[config.mk]
export PLATFORM = sky130hd
export DESIGN_NAME = clock_settings_controller_flat
export DESIGN_NICKNAME = d
export VERILOG_FILES = /design/src/rtl/clock_settings_controller_pkg.sv /design/src/rtl/clock_settings_controller_if.sv /design/src/rtl/clock_settings_controller_month_length.sv /design/src/rtl/clock_settings_controller.sv /design/src/flat_wrapper.sv
export SDC_FILE = /design/constraint.sdc
export NUM_CORES = 1
export LEC_CHECK = 0
export ABC_AREA = 1
export BUFFER_PORTS_ARGS = -buffer_cell sky130_fd_sc_hd__buf_2
export CAP_MARGIN = 30
export CORE_MARGIN = 3
export CORE_UTILIZATION = 40
export DETAILED_ROUTE_END_ITERATION = 10
export PLACE_DENSITY = 0.58
export REMOVE_ABC_BUFFERS = 1
export SLEW_MARGIN = 20
export SYNTH_ARGS = -nofsm -noshare
export SYNTH_HDL_FRONTEND = slang
export SYNTH_HIERARCHICAL = 1
export SYNTH_SLANG_ARGS = --single-unit
[constraint.sdc]
create_clock -name clk -period 6.9 [get_ports clk]
set_input_delay 1.035 -clock clk [delete_from_list [all_inputs] [get_ports clk]]
set_output_delay 1.035 -clock clk [all_outputs]
set_load 0.005 [all_outputs]
[src/rtl/clock_settings_controller_pkg.sv]
// clock_ui_pkg: mode encodings, field indices, range limits and the wrap-step helper
// shared by the clock UI sequencer.
package clock_ui_pkg;

    typedef enum logic [2:0] {
        MODE_IDLE  = 3'd0,
        MODE_TIME  = 3'd1,
        MODE_DATE  = 3'd2,
        MODE_ALARM = 3'd3,
        MODE_TIMER = 3'd4
    } mode_t;

    localparam logic [1:0] FLD_0 = 2'd0;
    localparam logic [1:0] FLD_1 = 2'd1;
    localparam logic [1:0] FLD_2 = 2'd2;

    localparam int HOUR_MAX    = 23;
    localparam int MIN_SEC_MAX = 59;
    localparam int MONTH_MAX   = 12;

    // Out-of-range values snap to the end the user is heading towards.
    function automatic logic [15:0] wrap_step(input logic [15:0] v, input logic [15:0] lo,
                                              input logic [15:0] hi, input logic up);
        return (v < lo || v > hi) ? (up ? lo : hi)
             : up ? ((v == hi) ? lo : v + 16'd1)
                  : ((v == lo) ? hi : v - 16'd1);
    endfunction

endpackage

[src/rtl/clock_settings_controller_if.sv]
// clock_settings_controller_if: front-panel buttons, live time/date, edit buses,
// stored alarm and commit strobes between the UI sequencer and its neighbours.
interface clock_settings_controller_if;
    logic        btn_mode, btn_next, btn_inc, btn_dec, btn_cancel;
    logic [7:0]  cur_sec, cur_min, cur_hour, cur_day, cur_month;
    logic [15:0] cur_year;
    logic [7:0]  edit_sec, edit_min, edit_hour, edit_day, edit_month;
    logic [15:0] edit_year;
    logic [7:0]  alarm_time_sec, alarm_time_min, alarm_time_hour;
    logic        set_time, set_date, set_alarm, set_timer;
    logic [2:0]  mode;
    logic [1:0]  field;
    logic        edit_active;

    modport master (
        input  btn_mode, btn_next, btn_inc, btn_dec, btn_cancel,
        input  cur_sec, cur_min, cur_hour, cur_day, cur_month, cur_year,
        output edit_sec, edit_min, edit_hour, edit_day, edit_month, edit_year,
        output alarm_time_sec, alarm_time_min, alarm_time_hour,
        output set_time, set_date, set_alarm, set_timer,
        output mode, field, edit_active
    );

    modport slave (
        output btn_mode, btn_next, btn_inc, btn_dec, btn_cancel,
        output cur_sec, cur_min, cur_hour, cur_day, cur_month, cur_year,
        input  edit_sec, edit_min, edit_hour, edit_day, edit_month, edit_year,
        input  alarm_time_sec, alarm_time_min, alarm_time_hour,
        input  set_time, set_date, set_alarm, set_timer,
        input  mode, field, edit_active
    );
endinterface

[src/rtl/clock_settings_controller_month_length.sv]
// month_length: days in a month for a given year, full Gregorian leap rule.
module month_length (
    input  logic [7:0]  month,
    input  logic [15:0] year,
    output logic [7:0]  days
);
    logic leap;

    always_comb begin
        leap = ((year % 16'd4 == 16'd0) && (year % 16'd100 != 16'd0)) || (year % 16'd400 == 16'd0);
        days = (month == 8'd2) ? (leap ? 8'd29 : 8'd28)
             : (month == 8'd4 || month == 8'd6 || month == 8'd9 || month == 8'd11) ? 8'd30
             : 8'd31;
    end
endmodule

[src/rtl/clock_settings_controller.sv]
// clock_settings_controller: button-driven editor for time, date, alarm and timer
// values with field-by-field wrap editing, commit strobes, cancel and idle timeout.
module clock_settings_controller
    import clock_ui_pkg::*;
#(
    parameter int TIMEOUT_CYCLES = 30,
    parameter int YEAR_MIN       = 2000,
    parameter int YEAR_MAX       = 2099,
    parameter int TIMER_MAX_MIN  = 10
) (
    input logic                        clk,
    input logic                        reset,
    clock_settings_controller_if.master ui
);
    localparam int CW = $clog2(TIMEOUT_CYCLES + 1);

    mode_t       state, state_n;
    logic [1:0]  field, field_n;
    logic        active;
    logic [CW-1:0] cnt, cnt_n;
    logic [7:0]  e_hour, e_min, e_sec, e_day, e_month;
    logic [15:0] e_year;
    logic [7:0]  hour_p, min_p, sec_p, day_p, day_n, month_p;
    logic [15:0] year_p;
    logic [7:0]  a_hour, a_min, a_sec;
    logic        st_time, st_date, st_alarm, st_timer;
    logic [7:0]  len_cur, len_nxt;
    logic        idle, any_btn, timeout, act_mode, commit, step_en, up;
    logic        hms, tmr, dt;
    logic        sel_hour, sel_min, sel_sec, sel_year, sel_month, sel_day;
    logic [1:0]  last;
    logic [15:0] min_max;

    month_length u_len_cur (.month(e_month), .year(e_year), .days(len_cur));
    month_length u_len_nxt (.month(month_p), .year(year_p), .days(len_nxt));

    assign idle     = state == MODE_IDLE;
    assign any_btn  = ui.btn_mode | ui.btn_next | ui.btn_inc | ui.btn_dec | ui.btn_cancel;
    assign timeout  = !idle && !any_btn && cnt == CW'(TIMEOUT_CYCLES - 1);
    assign act_mode = ui.btn_mode && (idle || !ui.btn_cancel);
    assign last     = (state == MODE_TIMER) ? FLD_1 : FLD_2;
    assign commit   = !idle && !ui.btn_cancel && !ui.btn_mode && ui.btn_next && field == last;
    assign step_en  = !idle && !ui.btn_cancel && !ui.btn_mode && !ui.btn_next && (ui.btn_inc ^ ui.btn_dec);
    assign up       = ui.btn_inc;
    assign cnt_n    = (idle || any_btn || timeout) ? '0 : cnt + CW'(1);

    assign hms       = state == MODE_TIME || state == MODE_ALARM;
    assign tmr       = state == MODE_TIMER;
    assign dt        = state == MODE_DATE;
    assign sel_hour  = hms && field == FLD_0;
    assign sel_min   = (hms && field == FLD_1) || (tmr && field == FLD_0);
    assign sel_sec   = (hms && field == FLD_2) || (tmr && field == FLD_1);
    assign sel_year  = dt && field == FLD_0;
    assign sel_month = dt && field == FLD_1;
    assign sel_day   = dt && field == FLD_2;
    assign min_max   = tmr ? 16'(TIMER_MAX_MIN) : 16'(MIN_SEC_MAX);

    always_ff @(posedge clk or negedge reset) begin
        if (!reset) begin
            state  <= MODE_IDLE;
            field  <= FLD_0;
            active <= 1'b0;
        end else begin
            state  <= state_n;
            field  <= field_n;
            active <= state_n != MODE_IDLE;
        end
    end

    always_comb begin
        state_n = state;
        field_n = field;
        if (!idle && (ui.btn_cancel || timeout)) begin
            state_n = MODE_IDLE;
            field_n = FLD_0;
        end else if (ui.btn_mode) begin
            state_n = (state == MODE_TIMER) ? MODE_IDLE : mode_t'(3'(state) + 3'd1);
            field_n = FLD_0;
        end else if (!idle && ui.btn_next) begin
            state_n = (field == last) ? MODE_IDLE : state;
            field_n = (field == last) ? FLD_0 : field + 2'd1;
        end
    end

    // Edit-register next values: snapshot on mode entry, otherwise a wrap step.
    always_comb begin
        hour_p  = e_hour;
        min_p   = e_min;
        sec_p   = e_sec;
        day_p   = e_day;
        month_p = e_month;
        year_p  = e_year;
        if (act_mode) begin
            hour_p  = (state_n == MODE_TIME) ? ui.cur_hour : (state_n == MODE_ALARM) ? a_hour : e_hour;
            min_p   = (state_n == MODE_TIME) ? ui.cur_min : (state_n == MODE_ALARM) ? a_min
                    : (state_n == MODE_TIMER) ? 8'd0 : e_min;
            sec_p   = (state_n == MODE_TIME) ? ui.cur_sec : (state_n == MODE_ALARM) ? a_sec
                    : (state_n == MODE_TIMER) ? 8'd0 : e_sec;
            day_p   = (state_n == MODE_DATE) ? ui.cur_day : e_day;
            month_p = (state_n == MODE_DATE) ? ui.cur_month : e_month;
            year_p  = (state_n == MODE_DATE) ? ui.cur_year : e_year;
        end else if (step_en) begin
            hour_p  = sel_hour ? 8'(wrap_step(16'(e_hour), 16'd0, 16'(HOUR_MAX), up)) : e_hour;
            min_p   = sel_min ? 8'(wrap_step(16'(e_min), 16'd0, min_max, up)) : e_min;
            sec_p   = sel_sec ? 8'(wrap_step(16'(e_sec), 16'd0, 16'(MIN_SEC_MAX), up)) : e_sec;
            day_p   = sel_day ? 8'(wrap_step(16'(e_day), 16'd1, 16'(len_cur), up)) : e_day;
            month_p = sel_month ? 8'(wrap_step(16'(e_month), 16'd1, 16'(MONTH_MAX), up)) : e_month;
            year_p  = sel_year ? wrap_step(e_year, 16'(YEAR_MIN), 16'(YEAR_MAX), up) : e_year;
        end
    end

    assign day_n = ((month_p != e_month || year_p != e_year) && day_p > len_nxt) ? len_nxt : day_p;

    always_ff @(posedge clk or negedge reset) begin
        if (!reset) begin
            cnt      <= '0;
            e_hour   <= '0;
            e_min    <= '0;
            e_sec    <= '0;
            e_day    <= '0;
            e_month  <= '0;
            e_year   <= '0;
            a_hour   <= '0;
            a_min    <= '0;
            a_sec    <= '0;
            st_time  <= 1'b0;
            st_date  <= 1'b0;
            st_alarm <= 1'b0;
            st_timer <= 1'b0;
        end else begin
            cnt      <= cnt_n;
            e_hour   <= hour_p;
            e_min    <= min_p;
            e_sec    <= sec_p;
            e_day    <= day_n;
            e_month  <= month_p;
            e_year   <= year_p;
            st_time  <= commit && state == MODE_TIME;
            st_date  <= commit && state == MODE_DATE;
            st_alarm <= commit && state == MODE_ALARM;
            st_timer <= commit && state == MODE_TIMER;
            if (commit && state == MODE_ALARM) begin
                a_hour <= e_hour;
                a_min  <= e_min;
                a_sec  <= e_sec;
            end
        end
    end

    assign ui.edit_hour       = e_hour;
    assign ui.edit_min        = e_min;
    assign ui.edit_sec        = e_sec;
    assign ui.edit_day        = e_day;
    assign ui.edit_month      = e_month;
    assign ui.edit_year       = e_year;
    assign ui.alarm_time_hour = a_hour;
    assign ui.alarm_time_min  = a_min;
    assign ui.alarm_time_sec  = a_sec;
    assign ui.set_time        = st_time;
    assign ui.set_date        = st_date;
    assign ui.set_alarm       = st_alarm;
    assign ui.set_timer       = st_timer;
    assign ui.mode            = state;
    assign ui.field           = field;
    assign ui.edit_active     = active;
endmodule

[src/flat_wrapper.sv]
// flat-port wrapper written by rule: the top's interface ports become plain ports
module clock_settings_controller_flat import clock_ui_pkg::*;
#(
    parameter int TIMEOUT_CYCLES = 30,
    parameter int YEAR_MIN       = 2000,
    parameter int YEAR_MAX       = 2099,
    parameter int TIMER_MAX_MIN  = 10
)
  (clk, reset, ui_btn_mode, ui_btn_next, ui_btn_inc, ui_btn_dec, ui_btn_cancel, ui_cur_sec, ui_cur_min, ui_cur_hour, ui_cur_day, ui_cur_month, ui_cur_year, ui_edit_sec, ui_edit_min, ui_edit_hour, ui_edit_day, ui_edit_month, ui_edit_year, ui_alarm_time_sec, ui_alarm_time_min, ui_alarm_time_hour, ui_set_time, ui_set_date, ui_set_alarm, ui_set_timer, ui_mode, ui_field, ui_edit_active);
  clock_settings_controller_if ui_i ();
  input logic clk;
  input logic reset;
  input wire logic [$bits(ui_i.btn_mode)-1:0] ui_btn_mode;
  input wire logic [$bits(ui_i.btn_next)-1:0] ui_btn_next;
  input wire logic [$bits(ui_i.btn_inc)-1:0] ui_btn_inc;
  input wire logic [$bits(ui_i.btn_dec)-1:0] ui_btn_dec;
  input wire logic [$bits(ui_i.btn_cancel)-1:0] ui_btn_cancel;
  input wire logic [$bits(ui_i.cur_sec)-1:0] ui_cur_sec;
  input wire logic [$bits(ui_i.cur_min)-1:0] ui_cur_min;
  input wire logic [$bits(ui_i.cur_hour)-1:0] ui_cur_hour;
  input wire logic [$bits(ui_i.cur_day)-1:0] ui_cur_day;
  input wire logic [$bits(ui_i.cur_month)-1:0] ui_cur_month;
  input wire logic [$bits(ui_i.cur_year)-1:0] ui_cur_year;
  output wire logic [$bits(ui_i.edit_sec)-1:0] ui_edit_sec;
  output wire logic [$bits(ui_i.edit_min)-1:0] ui_edit_min;
  output wire logic [$bits(ui_i.edit_hour)-1:0] ui_edit_hour;
  output wire logic [$bits(ui_i.edit_day)-1:0] ui_edit_day;
  output wire logic [$bits(ui_i.edit_month)-1:0] ui_edit_month;
  output wire logic [$bits(ui_i.edit_year)-1:0] ui_edit_year;
  output wire logic [$bits(ui_i.alarm_time_sec)-1:0] ui_alarm_time_sec;
  output wire logic [$bits(ui_i.alarm_time_min)-1:0] ui_alarm_time_min;
  output wire logic [$bits(ui_i.alarm_time_hour)-1:0] ui_alarm_time_hour;
  output wire logic [$bits(ui_i.set_time)-1:0] ui_set_time;
  output wire logic [$bits(ui_i.set_date)-1:0] ui_set_date;
  output wire logic [$bits(ui_i.set_alarm)-1:0] ui_set_alarm;
  output wire logic [$bits(ui_i.set_timer)-1:0] ui_set_timer;
  output wire logic [$bits(ui_i.mode)-1:0] ui_mode;
  output wire logic [$bits(ui_i.field)-1:0] ui_field;
  output wire logic [$bits(ui_i.edit_active)-1:0] ui_edit_active;
  assign ui_i.btn_mode = ui_btn_mode;
  assign ui_i.btn_next = ui_btn_next;
  assign ui_i.btn_inc = ui_btn_inc;
  assign ui_i.btn_dec = ui_btn_dec;
  assign ui_i.btn_cancel = ui_btn_cancel;
  assign ui_i.cur_sec = ui_cur_sec;
  assign ui_i.cur_min = ui_cur_min;
  assign ui_i.cur_hour = ui_cur_hour;
  assign ui_i.cur_day = ui_cur_day;
  assign ui_i.cur_month = ui_cur_month;
  assign ui_i.cur_year = ui_cur_year;
  assign ui_edit_sec = ui_i.edit_sec;
  assign ui_edit_min = ui_i.edit_min;
  assign ui_edit_hour = ui_i.edit_hour;
  assign ui_edit_day = ui_i.edit_day;
  assign ui_edit_month = ui_i.edit_month;
  assign ui_edit_year = ui_i.edit_year;
  assign ui_alarm_time_sec = ui_i.alarm_time_sec;
  assign ui_alarm_time_min = ui_i.alarm_time_min;
  assign ui_alarm_time_hour = ui_i.alarm_time_hour;
  assign ui_set_time = ui_i.set_time;
  assign ui_set_date = ui_i.set_date;
  assign ui_set_alarm = ui_i.set_alarm;
  assign ui_set_timer = ui_i.set_timer;
  assign ui_mode = ui_i.mode;
  assign ui_field = ui_i.field;
  assign ui_edit_active = ui_i.edit_active;
  clock_settings_controller #(.TIMEOUT_CYCLES(TIMEOUT_CYCLES), .YEAR_MIN(YEAR_MIN), .YEAR_MAX(YEAR_MAX), .TIMER_MAX_MIN(TIMER_MAX_MIN)) u_core (.clk(clk), .reset(reset), .ui(ui_i));
endmodule
==> flow_summary.json <==
{
  "synth.area.top_cells": "dfrtp_1 (19%), nand2_1 (18%), nand3_1 (9.1%)",
  "cts_tree": "built",
  "synthCells": 2072,
  "final_nets": 2615,
  "outcome": "complete, but fails checks",
  "area_growth_pct": 43.88,
  "ant_nets": 0,
  "initial_utilization_pct": 41.05,
  "setup_slack_ps": -764.1,
  "antenna_found_initial": 0,
  "fmax_mhz": 130.5,
  "synth-seq-cells": 95,
  "grt_pass1_wl_um": 69100,
  "relSlewSlack_pct": 51.74,
  "clk_pin_slew_ps": 70,
  "arrival_ps": 7910,
  "max_slew.worst_pin.slew_ps": 723.1,
  "core_area_mm2": 0.02995,
  "fill_cells": 2924,
  "hpwlAfterDp_um": 31430,
  "drt_pre_antenna_iters": 6,
  "fin_crit_ps": 7664,
  "topRoutingLayerUsed": "met4",
  "via_per_inst": 5.254,
  "register_area_mm2": 0.002384,
  "yosysWarningCount": 6,
  "drive_gt1_share_pct": 36.14,
  "ctsHoldBuffers": 0,
  "track_usage_pct": 24.73,
  "slew_violations": 0,
  "dp_cells": 2800,
  "pin_count": 153,
  "num_antenna_cells": 0,
  "rsz0062_at_grt": "yes",
  "num_vias": 15240,
  "first_iter_violations": 1028,
  "ys_types": 59,
  "htreeDepth": 3,
  "min_path_cells": 2,
  "clock_latency_ps": 360,
  "wirelength_um": 43880,
  "gp_congestion": 0.9199,
  "avgSynthCellArea_um2": 5.934,
  "grt_pass1_vias": 14190,
  "crit_path_max_incr_delay_ps": 200,
  "synth_area_leader_cell": "dfrtp_1",
  "clock-sinks": 95,
  "synth_edf_count": 0,
  "ys_seq_area_share_pct": 19.33,
  "die-area_mm2": 0.03288,
  "max-clock-path-buffers": 2,
  "portBuffers": 152,
  "drv_cap": 0,
  "wl_per_cell_um": 15.13,
  "fp.dieH_um": 181.3,
  "fp.dieW_um": 181.3,
  "drc": 0,
  "failed_checks": "negative setup slack",
  "synthFlopType": "dfrtp_1",
  "reg2reg_depth": 71,
  "wl_met1_um": 19450,
  "cts_buffers": 9,
  "yosysTopAreaCellShare_pct": 19.33,
  "synthArstFlopShare_pct": 100.0,
  "hold_viol_final": 0,
  "multi_input_area_mm2": 0.009978,
  "crit_top_cell": "nand2_4",
  "grt_remaining_overflow": 0,
  "final.period_utilization_pct": 111.1,
  "row_count": 63,
  "holdCritPathClass": "reg -> reg",
  "critPathKind": "in -> reg",
  "synthesis.area_mm2": 0.01230,
  "cp-start-kind": "primary input",
  "route.met2.wl_um": 21740,
  "finClkSkew_ps": 11.26,
  "grt_max_degree": 70,
  "layout.cells.non_filler": 2900,
  "setup_violations": 8,
  "met3WireLength_um": 1974,
  "crit_slowest_cell": "nor2_4",
  "cp.required_ps": 7150,
  "crit_fanout": 8,
  "cp-end-kind": "register",
  "cts-root-buf": "clkbuf_16"
}
metal layers:
layer	GRT usage, %	vias up
met1	33.05	7127
met4	5.088	0
li1	-	7634
met3	2.678	50
met5	0	-
met2	43.26	427
final cells by class:
class / count / share of cell area (%)
clock buffer: 11 / 1.372
clock inverter: 5 / 0.4951
inverter: 285 / 6.160
multi-input combinational: 1630 / 56.40
sequential: 95 / 13.47
tap: 390 / 2.758
timing repair buffer: 484 / 19.34
worst paths after layout:
kind | from | endpoint | slack [ps]
min in group asynchronous | reset | u_core/ui.alarm_time_hour[3] | 580
worst min register to register | u_core/ui.alarm_time_hour[7] | u_core/ui.alarm_time_hour[7] | 510
max in group asynchronous | reset | u_core/ui.edit_day[2] | 5290
worst max register to register | u_core/ui.mode[1] | u_core/ui.edit_day[1] | -750
worst max-delay path | ui_btn_inc | u_core/ui.edit_day[1] | -760
worst min-delay path | u_core/ui.alarm_time_hour[7] | u_core/ui.alarm_time_hour[7] | 510
what timing repair did:
action / in CTS / in global routing
setup endpoints to repair: 8 / 8
pin swaps: 83 / 169
resized for setup: 154 / 262
setup buffers: 39 / 44
cells by family after synthesis:
| logic type | share of synthesized area [%] |
|---|---|
| compound gates | 14.39 |
| xor+xnor | 3.205 |
| fa+ha+maj | 4.783 |
| buf+inv | 11.71 |
| flops | 19.33 |
| other cells | 0.1221 |
| simple gates | 46.45 |
flip-flops by register name, summed over array words and instances (netlist names), 2 cells and up:
register                   count
u_core/ui.edit_year           16
u_core/ui.edit_sec             8
u_core/ui.edit_day             8
u_core/ui.alarm_time_min       8
u_core/ui.edit_month           8
u_core/ui.edit_min             8
u_core/ui.mode                 3
u_core/cnt                     5
u_core/ui.edit_hour            8
u_core/ui.alarm_time_hour      8
u_core/ui.alarm_time_sec       8
u_core/ui.field                2
synth_stat cells, drive strengths merged, types with 3 or more instances:
library cell	count
nand2	659
clkbuf	30
a21boi	6
clkinv	6
xor2	38
nor3	20
a31oi	29
o21bai	5
inv	279
nand4	66
a21oi	79
nand3	247
nand3b	6
nor2	206
ha	47
o22ai	9
nor4	9
o31ai	3
dfrtp	95
a211oi	4
o21ai	141
a22oi	4
conb	4
o211ai	16
buf	40
xnor2	7
cells in the final DEF (no fill, tap or decap), types with 5 or more instances in the layout:
cell type	instances
inv_4	5
o21ai_2	11
nand4_4	8
buf_6	12
inv_2	46
ha_1	42
nand3_4	27
nand2_2	99
buf_12	6
nand3_1	184
inv_1	229
nand4_1	58
dfrtp_1	90
nor2_1	155
o211ai_1	16
nand3b_1	6
clkbuf_16	9
buf_4	316
xor2_1	37
a31oi_1	26
conb_1	12
o21ai_1	24
dfrtp_2	5
nor2_4	33
nor3_1	18
a21oi_1	66
o22ai_1	9
buf_2	147
o21ai_0	103
a21oi_2	11
nand3_2	36
xnor2_1	7
nand2_4	75
nor4_1	9
nand2_1	483
nor2_2	17
through the flow:
step           hold slack [ps]  instance area (um^2)  TNS [ps]  worst slack (ps)  utilization (%)
2_1_floorplan            460.4                 11960     -9062             -1133                -
3_3_place_gp             488.4                 15130     -6954            -872.6            50.52
6_report                 506.2                 17690     -6024            -764.1            59.06
5_1_grt                  551.8                 17690    -10220             -1295            59.06
4_1_cts                  511.3                 16350     -4005            -503.8            54.58
3_5_place_dp             493.5                 15130     -9368             -1178            50.52
worst max-delay path: cells and delay by family:
family,cells,cell delay (ps)
adders and majority gates,1,180
and+or+nand+nor,60,5670
buffers and inverters,4,390
AOI/OAI and AO/OA,5,600
Power is left out: the tool's default activity adds up to more than one toggle a clock period on the data nets, which glitch-free logic cannot reach.
